$ cat config.mk
export PLATFORM = sky130hd
export DESIGN_NAME = regfile_2r1w
export DESIGN_NICKNAME = d
export VERILOG_FILES = /design/src/rtl/regfile_2r1w.sv
export SDC_FILE = /design/constraint.sdc
export NUM_CORES = 1
export LEC_CHECK = 0
export CAP_MARGIN = 15
export CORE_MARGIN = 2
export CORE_UTILIZATION = 40
export CTS_CLUSTER_DIAMETER = 150
export DETAILED_ROUTE_END_ITERATION = 8
export PLACE_DENSITY = 0.6
export SLEW_MARGIN = 0
export SYNTH_ARGS = -nofsm -noshare
export SYNTH_HDL_FRONTEND = slang
export SYNTH_SLANG_ARGS = --single-unit
$ cat constraint.sdc
create_clock -name clk -period 4.7 [get_ports clk]
set_input_delay 1.41 -clock clk [delete_from_list [all_inputs] [get_ports clk]]
set_output_delay 1.41 -clock clk [all_outputs]
set_load 0.02 [all_outputs]
$ cat src/rtl/regfile_2r1w.sv
// regfile_2r1w: 2-read/1-write register file with post-reset clear engine; REGFILE_BYPASS_EN selects write-first forwarding
module regfile_2r1w #(
  parameter int ADDR_WIDTH = 5,
  parameter int DATA_WIDTH = 32,
  parameter int ZERO_REG0 = 1
) (
  input  logic                  clk,
  input  logic                  rst,
  input  logic                  wen,
  input  logic [ADDR_WIDTH-1:0] waddr,
  input  logic [DATA_WIDTH-1:0] wdata,
  input  logic                  ren0,
  input  logic [ADDR_WIDTH-1:0] raddr0,
  output logic [DATA_WIDTH-1:0] rdata0,
  input  logic                  ren1,
  input  logic [ADDR_WIDTH-1:0] raddr1,
  output logic [DATA_WIDTH-1:0] rdata1,
  output logic                  busy
);
  localparam int DEPTH = 2**ADDR_WIDTH;
`ifdef REGFILE_BYPASS_EN
  localparam bit BYPASS = 1'b1;
`else
  localparam bit BYPASS = 1'b0;
`endif
  typedef enum logic {CLEAR, READY} state_t;
  state_t state, state_next;
  logic [ADDR_WIDTH-1:0] idx, idx_next;
  logic [DATA_WIDTH-1:0] rf [DEPTH];
  logic [DATA_WIDTH-1:0] rd0, rd1;
  logic last, we, zero0, zero1;
  always_comb begin
    last = idx == ADDR_WIDTH'(DEPTH - 1);
    state_next = state == CLEAR && last ? READY : state;
    idx_next = state == CLEAR && !last ? idx + 1'b1 : idx;
    we = state == READY && wen && !(ZERO_REG0 != 0 && waddr == '0);
    zero0 = ZERO_REG0 != 0 && raddr0 == '0;
    zero1 = ZERO_REG0 != 0 && raddr1 == '0;
    rd0 = zero0 ? '0 : BYPASS && wen && waddr == raddr0 ? wdata : rf[raddr0];
    rd1 = zero1 ? '0 : BYPASS && wen && waddr == raddr1 ? wdata : rf[raddr1];
  end
  always_ff @(posedge clk) begin
    if (rst) begin
      state <= CLEAR;
      idx <= '0;
      rdata0 <= '0;
      rdata1 <= '0;
    end else begin
      state <= state_next;
      idx <= idx_next;
      if (state == CLEAR) begin
        rdata0 <= '0;
        rdata1 <= '0;
      end else begin
        if (ren0) rdata0 <= rd0;
        if (ren1) rdata1 <= rd1;
      end
    end
  end
  // storage has no reset of its own; the clear engine zeroes it one entry per edge
  always_ff @(posedge clk) begin
    if (!rst && state == CLEAR) rf[idx] <= '0;
    else if (!rst && we) rf[waddr] <= wdata;
  end
  assign busy = state == CLEAR;
endmodule

==> out/qor.txt <==
Status - finished, final reports clean
Post-synthesis net count - 2703
ANT nets after route - 0
Simple-Gate Fraction of Synth Area - 0.0321
CP max-delay cell - or4_1
1st-iter DRT viols - 4383
Fraction of synthesized area in multiplexers - 0.236
Clk buf depth - 3
Initial Utilization - 0.402
FF-to-FF Start - state
Via count - 30300
Asr flop ratio synth - 0
Worst EP arrival - 4050 ps
Vias in the first global route - 30400
Core ar. - 123000 um2
Gr ovfl total - 0
Critical Path RT - 5050 ps
Compound-gate portion of the synthesized area - 0.0603
Register area - 32200 um2
Max-cap violation count - 0
Sink Count - 1094
Inserted Clock Buffers - 114
Final hold vios - 0
Die area - 127000 um2
Rel. slew slack - 0.218
Synth Instances - 2649
Total power draw - 0.0211 W
Final WL - 165000 um
Final Skew - 27.1 ps
Crit share post-route - 0.787
Post-CTS setup buffers - 0
Synth Area in XOR/XNOR - 0.000529
Average size of a mapped cell - 18.7 um2
Wirelength per Cell - 36.4 um
Warnings, synthesis - 0
Synthesized area - 49700 um2
Initial antenna violation count - 7
Max IR drop VDD - 278 uV
Buf+Inv Stages, Crit Path - 2
All-Layer GR Usage - 0.259
PostCTS Resize Cnt - 0
Fin crit period - 3700 ps
Largest family of logic cells by synthesized area - multiplexers
Sum of negative setup slack - 0 ps
Layout area overhead - 16.5%
Clk Latency, worst-skew pair - 700 ps
Crit-path max cell delay - 630 ps
CP Capture Type - register
#FFs+latches synth - 1094
Hold slack - 529 ps
Router iterations before antenna repair - 5
Leak Pwr - 16.3 nW
Layout cell share with drive strength beyond 1 - 0.323
# IOs - 117
Number of H-tree levels - 3
CTS clock-pin slew for the worst setup and hold paths - 60 ps
RSZ-0062 raised after global routing - no
RePlAce Congestion - 0.865
Crit. Startpoint - waddr[4]
CP Launch Type - primary input
Hold WC Path Type - reg -> reg
Die W - 356 um
Min-delay src - rdata1[25]
Final setup violation count - 0
Die Height - 356 um
Most frequent cells in the layout - edfxtp_1 (1024), mux4_2 (418), mux2_2 (135)
WS Path Type - in -> reg
Critical path cell sequence - clkdlybuf4s50_1, or4_1, o21a_2, nor3b_1, a31oi_4, nor2_4, buf_12
Nets - 2869
Dpl cells - 4325
# rows - 129
First-pass GRT wire length - 232000 um
CTS tree - done
Footprint of the multi-input gates - 16700 um2
Top FF cell, synth - edfxtp_1
DRC Markers - 0
P per Cell Area - 365 nW/um2
Port buffer count - 116
Final Instance Count excl. Fillers - 4552
Crit path max-delay family - simple AND/OR/NAND/NOR gates
Worst-margin pin slew - 1170 ps
Post-synth EDFFs - 1024
Commonest non-fill, non-tap cell in the layout - edfxtp_1
# hold bufs at CTS - 0
Worst Path Max Fanout - 32
N_diodes - 0
Post-DR vias/cell - 6.65
Detailed placement HPWL - 103000 um
Fmax achieved - 270 MHz
Layout fillers - 10200
Adder-Cell Fraction of Synth Area - 0.000504
Clock Tree Root - clkbuf_16
Fin. max-slew vios - 0
Distinct cells, synth - 62
Fin util - 0.469
Register area share after synthesis - 0.647
Largest net degree at the start of global routing - 59
## stage by stage
stage | area (um2) | worst slack (ps)
after floorplan | 49700 | 256
after global placement | 53700 | 344
after detailed placement | 53700 | 358
after CTS | 57600 | 1080
after global routing | 57900 | 989
final | 57900 | 1000
## final cells by class
| cell class | count | share of cell area |
|---|---|---|
| Sequential cell | 1094 | 0.556 |
| Clock buffer | 166 | 0.0585 |
| Timing Repair Buffer | 260 | 0.0528 |
| Clock inverter | 50 | 0.00876 |
| Multi-Input combinational cell | 1341 | 0.289 |
| Tap cell | 1637 | 0.0354 |
| Inverter | 4 | 0.000260 |
## flip-flops by register name, summed over array words and instances (netlist names)
| register | cells |
|---|---|
| rdata1 | 32 |
| idx | 5 |
| state | 1 |
| rf | 1024 |
| rdata0 | 32 |
## cell usage after synthesis, types with 35 or more instances
cell	n	area, um2
buf_4	35	263
dfxtp_1	70	1400
o22ai_1	101	632
mux2_2	135	1520
nor2_1	101	379
a211oi_1	69	518
mux2i_1	81	811
nor3_1	53	265
nand2_1	47	176
buf_2	90	450
clkbuf_1	64	240
edfxtp_1	1024	30700
nand2b_1	45	282
a22o_1	58	508
mux4_2	418	9410
## worst reg2reg max path: stages (launching register included)
cell,delay [ps]
dfxtp_1,550
and3b_1,330
o21a_2,300
buf_4,350
and2_1,970
## path summary, 6_finish.rpt
check | to | slack [ps] | cells past startpoint
max | rf[17][8] | 1000 | 7
min | rdata1[25] | 530 | 2
max reg2reg | rf[5][24] | 1830 | 4
min reg2reg | rdata1[25] | 530 | 2
## routing by layer
metal	wire length (um)	track usage	vias to the layer above
met1	66000	0.371	16100
met5	0	0	-
met4	5500	0.0833	0
met3	18500	0.0572	317
li1	-	-	11700
met2	75500	0.394	2101
## where the power goes
| part | switching [W] | total, W | internal (W) |
|---|---|---|---|
| clock | 0.00378 | 0.00930 | 0.00552 |
| sequential | 0.0000300 | 0.0106 | 0.0106 |
| combinational | 0.000719 | 0.00123 | 0.000508 |
| total | 0.00453 | 0.0211 | 0.0166 |
## logic make-up (layout without fill, tap and decap cells)
family | after synthesis | count (layout)
xor gates and xnor gates | 3 | 3
buffers and inverters | 214 | 480
adders and majority gates | 2 | 2
DFF | 1094 | 1094
and+or+nand+nor | 317 | 317
AOI/OAI and AO/OA | 385 | 385
muxes | 634 | 634
(Power assumes the default switching activity.)
